[config.mk]
export PLATFORM = sky130hd
export DESIGN_NAME = wb_ctrl_flat
export DESIGN_NICKNAME = d
export VERILOG_FILES = /design/src/rtl/wb_ctrl_pkg.sv /design/src/rtl/wb_ctrl_if.sv /design/src/rtl/wb_ctrl.sv /design/src/flat_wrapper.sv
export SDC_FILE = /design/constraint.sdc
export NUM_CORES = 1
export LEC_CHECK = 0
export CAP_MARGIN = 20
export CORE_UTILIZATION = 25
export DETAILED_ROUTE_END_ITERATION = 8
export GPL_TIMING_DRIVEN = 0
export PLACE_DENSITY_LB_ADDON = 0.05
export SLEW_MARGIN = 30
export SYNTH_ARGS = -nofsm -noshare
export SYNTH_HDL_FRONTEND = slang
export SYNTH_SLANG_ARGS = --single-unit
[constraint.sdc]
create_clock -name clk -period 2.8 [get_ports clk]
set_clock_uncertainty 0.05 [all_clocks]
set_input_delay 0.42 -clock clk [delete_from_list [all_inputs] [get_ports clk]]
set_output_delay 0.42 -clock clk [all_outputs]
set_load 0.02 [all_outputs]
[src/rtl/wb_ctrl_pkg.sv]
// Shared writeback definitions: source-select codes and sequencer states.
package wb_defs;

  localparam logic [2:0] WB_BTR   = 3'd0;
  localparam logic [2:0] WB_SET_T = 3'd1;
  localparam logic [2:0] WB_SET_F = 3'd2;
  localparam logic [2:0] WB_LINK  = 3'd3;
  localparam logic [2:0] WB_LBI   = 3'd4;
  localparam logic [2:0] WB_SLBI  = 3'd5;
  localparam logic [2:0] WB_ALU   = 3'd6;
  localparam logic [2:0] WB_MEM   = 3'd7;

  typedef enum logic [1:0] {
    IDLE = 2'd0,
    WAIT = 2'd1,
    ERR  = 2'd2
  } wb_state_e;

endpackage

[src/rtl/wb_ctrl_if.sv]
// Memory-stage to writeback handshake bundle for wb_ctrl.
interface wb_ctrl_if;

  logic       InstValid;
  logic       MemRead;
  logic       RegWrite;
  logic [2:0] WrReg;
  logic [2:0] OutSel;
  logic       MemDone;
  logic       MemErr;
  logic       Stall;
  logic       WrEn;
  logic [2:0] WrRegOut;
  logic [2:0] WbSel;
  logic       Err;

  modport master (
    output InstValid, MemRead, RegWrite, WrReg, OutSel, MemDone, MemErr,
    input  Stall, WrEn, WrRegOut, WbSel, Err
  );

  modport slave (
    input  InstValid, MemRead, RegWrite, WrReg, OutSel, MemDone, MemErr,
    output Stall, WrEn, WrRegOut, WbSel, Err
  );

endinterface

[src/rtl/wb_ctrl.sv]
// Writeback sequencer: one-cycle writeback for non-loads, stall-and-wait for
// loads with a bounded wait and a sticky error state.
module wb_ctrl
  import wb_defs::*;
#(
  parameter int unsigned TIMEOUT = 15,
  parameter int unsigned CNT_W   = 4
) (
  input  logic     clk,
  input  logic     rst_n,
  wb_ctrl_if.slave bus
);

  wb_state_e        r_state, w_state_nxt;
  logic [CNT_W-1:0] r_cnt, w_cnt_nxt;
  logic             r_cap_we;
  logic [2:0]       r_cap_reg;
  logic             r_wr_en, w_wr_en;
  logic [2:0]       r_wr_reg, w_wr_reg;
  logic [2:0]       r_wb_sel, w_wb_sel;
  logic             w_accept_load;
  logic             w_timeout;

  assign w_accept_load = (r_state == IDLE) & bus.InstValid & bus.MemRead;
  assign w_timeout     = (r_cnt == CNT_W'(TIMEOUT - 1));

  always_ff @(posedge clk or negedge rst_n) begin
    if (!rst_n) begin
      r_state   <= IDLE;
      r_cnt     <= '0;
      r_cap_we  <= 1'b0;
      r_cap_reg <= '0;
      r_wr_en   <= 1'b0;
      r_wr_reg  <= '0;
      r_wb_sel  <= '0;
    end else begin
      r_state  <= w_state_nxt;
      r_cnt    <= w_cnt_nxt;
      r_wr_en  <= w_wr_en;
      r_wr_reg <= w_wr_reg;
      r_wb_sel <= w_wb_sel;
      if (w_accept_load) begin
        r_cap_we  <= bus.RegWrite;
        r_cap_reg <= bus.WrReg;
      end
    end
  end

  // Exit priority in WAIT: fault, then completion, then timeout.
  always_comb begin
    w_state_nxt = r_state;
    unique case (r_state)
      IDLE: if (w_accept_load) w_state_nxt = WAIT;
      WAIT: begin
        if (bus.MemErr)       w_state_nxt = ERR;
        else if (bus.MemDone) w_state_nxt = IDLE;
        else if (w_timeout)   w_state_nxt = ERR;
      end
      ERR:     w_state_nxt = ERR;
      default: w_state_nxt = IDLE;
    endcase
  end

  always_comb begin
    w_wr_en   = 1'b0;
    w_wr_reg  = r_wr_reg;
    w_wb_sel  = r_wb_sel;
    w_cnt_nxt = r_cnt;
    unique case (r_state)
      IDLE: begin
        if (bus.InstValid) begin
          if (bus.MemRead) begin
            w_cnt_nxt = '0;
          end else begin
            w_wr_en  = bus.RegWrite;
            w_wr_reg = bus.WrReg;
            w_wb_sel = bus.OutSel;
          end
        end
      end
      WAIT: begin
        if (!bus.MemErr && bus.MemDone) begin
          w_wr_en  = r_cap_we;
          w_wr_reg = r_cap_reg;
          w_wb_sel = WB_MEM;
        end else if (!bus.MemDone) begin
          w_cnt_nxt = r_cnt + 1'b1;
        end
      end
      default: ;
    endcase
  end

  assign bus.Stall    = (r_state == WAIT) | (r_state == ERR);
  assign bus.Err      = (r_state == ERR);
  assign bus.WrEn     = r_wr_en;
  assign bus.WrRegOut = r_wr_reg;
  assign bus.WbSel    = r_wb_sel;

endmodule

[src/flat_wrapper.sv]
// flat-port wrapper written by rule: the top's interface ports become plain ports
module wb_ctrl_flat import wb_defs::*;
#(
  parameter int unsigned TIMEOUT = 15,
  parameter int unsigned CNT_W   = 4
)
  (clk, rst_n, bus_InstValid, bus_MemRead, bus_RegWrite, bus_WrReg, bus_OutSel, bus_MemDone, bus_MemErr, bus_Stall, bus_WrEn, bus_WrRegOut, bus_WbSel, bus_Err);
  wb_ctrl_if bus_i ();
  input  logic clk;
  input  logic rst_n;
  input wire logic [$bits(bus_i.InstValid)-1:0] bus_InstValid;
  input wire logic [$bits(bus_i.MemRead)-1:0] bus_MemRead;
  input wire logic [$bits(bus_i.RegWrite)-1:0] bus_RegWrite;
  input wire logic [$bits(bus_i.WrReg)-1:0] bus_WrReg;
  input wire logic [$bits(bus_i.OutSel)-1:0] bus_OutSel;
  input wire logic [$bits(bus_i.MemDone)-1:0] bus_MemDone;
  input wire logic [$bits(bus_i.MemErr)-1:0] bus_MemErr;
  output wire logic [$bits(bus_i.Stall)-1:0] bus_Stall;
  output wire logic [$bits(bus_i.WrEn)-1:0] bus_WrEn;
  output wire logic [$bits(bus_i.WrRegOut)-1:0] bus_WrRegOut;
  output wire logic [$bits(bus_i.WbSel)-1:0] bus_WbSel;
  output wire logic [$bits(bus_i.Err)-1:0] bus_Err;
  assign bus_i.InstValid = bus_InstValid;
  assign bus_i.MemRead = bus_MemRead;
  assign bus_i.RegWrite = bus_RegWrite;
  assign bus_i.WrReg = bus_WrReg;
  assign bus_i.OutSel = bus_OutSel;
  assign bus_i.MemDone = bus_MemDone;
  assign bus_i.MemErr = bus_MemErr;
  assign bus_Stall = bus_i.Stall;
  assign bus_WrEn = bus_i.WrEn;
  assign bus_WrRegOut = bus_i.WrRegOut;
  assign bus_WbSel = bus_i.WbSel;
  assign bus_Err = bus_i.Err;
  wb_ctrl #(.TIMEOUT(TIMEOUT), .CNT_W(CNT_W)) u_core (.clk(clk), .rst_n(rst_n), .bus(bus_i));
endmodule
==> metrics.yaml <==
timing:
  finalSetupViolations: 0
  tightest_slew_ns: 0.8039
  maxSlewViolCount: 0
  setup_ws_ns: 0.7044
  rsz0062_at_grt: "false"
  fin_crit_sh_pct: 74.84
  tns_ns: 0
  period_minus_slack_ns: 2.096
  whs_ns: 0.4423
  slew-limit-headroom_pct: 46.24
  fmax_mhz: 477.2
  hold_viol_final: 0
grt:
  grt_pass1_vias: 808
  antenna_found_initial: 0
  grt_pass1_wl_um: 3995
  grt_usage_pct: 13.04
  grt_overflow: 0
  grt_max_degree: 18
logic_synthesis:
  synthesis.nets: 114
  ys_ff_latch: 17
  syn-cell-area_um2: 977.2
  seq_area_frac_synth_pct: 43.53
  yosysUniqueCellTypes: 34
  yosys_warnings: 0
  synthCells: 94
  avgSynthCellArea_um2: 10.40
power_and_ir_drop:
  p_leak_nw: 0.5417
  ir_worst_vdd_mv: 0.3765
  p_per_area_mw_per_mm2: 1037
  totalPowerFinal_w: 0.001340
layout:
  fin_area_mm2: 0.001292
  max_flop_register: "u_core.r_cnt"
  drive_gt1_share_pct: 13.45
  nets: 140
  largest_register_ffs: 4
  synthToLayoutAreaGrowth_pct: 32.27
  antennaDiodeCount: 0
drt:
  drc_errors: 0
  via_count: 796
  via_per_inst: 4.766
  routed_wl_um: 2386
  detail_route.iter0.violations: 21
  wl_per_cell_um: 14.29
  first_pass_iters: 4
  antenna_left: 0
worst_setup_path:
  startpoint_type: "register"
  cp_slowest_cell: "clkdlybuf4s50_1"
  worstPathArrival_ns: 1.63
  cpPeakStageDelay_ns: 0.59
  critPathRequiredTime_ns: 2.33
  end_kind: "primary output"
  critPathMaxFanout: 4
  criticalPathCategory: "reg2out"
  path_cells: "inv_1 -> ha_1 -> clkdlybuf4s50_1"
clock_tree:
  root_buffer: "clkbuf_8"
  clock_sinks: 17
  cts_buffer_depth: 2
  numCtsBuffers: 3
  cts_tree: "yes"
  postCtsSetupRepairBufs: 0
  clk_latency_ns: 0.25
  cts_hold_buf: 0
  htreeDepth: 1
  ctsResizeCount: 0
  clk_pin_slew_ns: 0.07
die:
  io_pins: 22
  coreArea_mm2: 0.003716
  die_area_mm2: 0.004163
  initial_utilization_pct: 26.30
  die_h_um: 64.52
  fp-row-count: 22
  die_w_um: 64.52
placement:
  portBuffers: 21
  place_area_mm2: 0.001247
  dpl_worst_slack_ns: 0.7280
  place_congestion: 0.6757
  dpl.hpwl_um: 1762
job:
  max-cap-violations: 0
worst_hold_path:
  hold_path.class: "reg2reg"
status:
  status: "finished clean"
-- layout by cell type (no fill, tap or decap), types with 2 or more instances in the layout --
cell type         n
nor2_1            6
nor2b_1           2
o22a_1            3
dfrtp_1          17
clkdlybuf4s50_1  21
o21ai_0           6
a21oi_1           3
clkbuf_8          3
o22ai_1           6
nand3_1           4
nand2_1           7
a22o_1            2
mux2_2            5
ha_1              7
buf_2             2
inv_1             4
-- logic make-up (layout without fill, tap and decap cells) --
| logic type | count (synthesis) | count (layout) | share of synthesized area, % |
|---|---|---|---|
| compound gates | 30 | 30 | 22.41 |
| buf+inv | 6 | 31 | 2.560 |
| simple gates | 28 | 28 | 15.88 |
| flops | 17 | 17 | 43.53 |
| xor+xnor | 1 | 1 | 0.8965 |
| mux | 5 | 5 | 5.761 |
| fa+ha+maj | 7 | 7 | 8.962 |
-- synth_stat cells --
library cell  number  share of area (%)
dfrtp_1           17                 44
ha_1               7                9.0
nand2_1            7                2.7
nor2_1             6                2.3
o21ai_0            6                3.1
o22ai_1            6                3.8
mux2_2             5                5.8
inv_1              4                1.5
nand3_1            4                2.0
a21oi_1            3                1.5
o22a_1             3                2.7
a22o_1             2                1.8
buf_2              2                1.0
nor2b_1            2                1.3
a21boi_2           1                1.2
a31oi_1            1               0.64
a32o_1             1                1.0
and3b_1            1               0.90
nand2_2            1               0.64
nand2b_1           1               0.64
nand2b_2           1               0.90
nand2b_4           1                1.4
nand4_1            1               0.64
o2111ai_1          1               0.90
o211ai_1           1               0.77
o21ai_1            1               0.51
o311ai_2           1                1.7
o31ai_1            1               0.77
o41a_1             1                1.2
o41ai_1            1               0.90
or2_1              1               0.64
or2b_4             1                1.2
or3_1              1               0.64
xor2_1             1               0.90
-- worst max-delay path, delay by kind of cell, from the launching register on --
family | cells | cell delay (ns)
buffers and inverters | 2 | 0.69
adders and majority gates | 1 | 0.28
DFF | 1 | 0.39
-- cell type report --
class / count / area, um2
fill: 388 / 2424
multi-input combinational: 71 / 526.8
sequential: 17 / 425.4
buffer: 2 / 10.01
tap: 48 / 60.06
inverter: 4 / 15.01
timing repair buffer: 21 / 210.2
clock buffer: 4 / 45.04
-- through the flow --
stage               cells  util, %
floorplan              94        -
global placement      163    33.57
detailed placement    163    33.57
CTS                   167    34.78
finish                167    34.78
global route          167    34.78
-- worst paths after layout --
check | end | slack, ns | from | depth (start not counted)
max | bus_Stall | 0.70 | u_core.r_state[0]$_DFFE_PN0P_ | 3
min | u_core.bus.WbSel[2]$_DFFE_PN0P_ | 0.44 | u_core.bus.WbSel[2]$_DFFE_PN0P_ | 1
max reg2reg | u_core.bus.WrRegOut[0]$_DFFE_PN0P_ | 0.95 | u_core.r_state[0]$_DFFE_PN0P_ | 6
min reg2reg | u_core.bus.WbSel[2]$_DFFE_PN0P_ | 0.44 | u_core.bus.WbSel[2]$_DFFE_PN0P_ | 1
max in group asynchronous | u_core.r_cap_reg[1]$_DFFE_PN0P_ | 1.62 | rst_n | 1
min in group asynchronous | u_core.r_cnt[3]$_DFFE_PN0P_ | 0.58 | rst_n | 1
-- metal layers --
layer / up-vias / track usage (%) / wire [um]
li1: 399 / - / -
met1: 379 / 17.51 / 1202
met2: 13 / 20.00 / 1070
met3: 5 / 2.641 / 74
met4: 0 / 5.833 / 39
met5: - / 0 / 0
-- where the power goes --
part,internal [W],leakage [nW],switching [W]
Clock,0.000101,0.0228,0.0000884
Sequential,0.000353,0.208,0.0000759
Combinational,0.000336,0.311,0.000387
Total,0.000789,0.542,0.000551
Note: power is estimated with default switching activity, not from simulation.
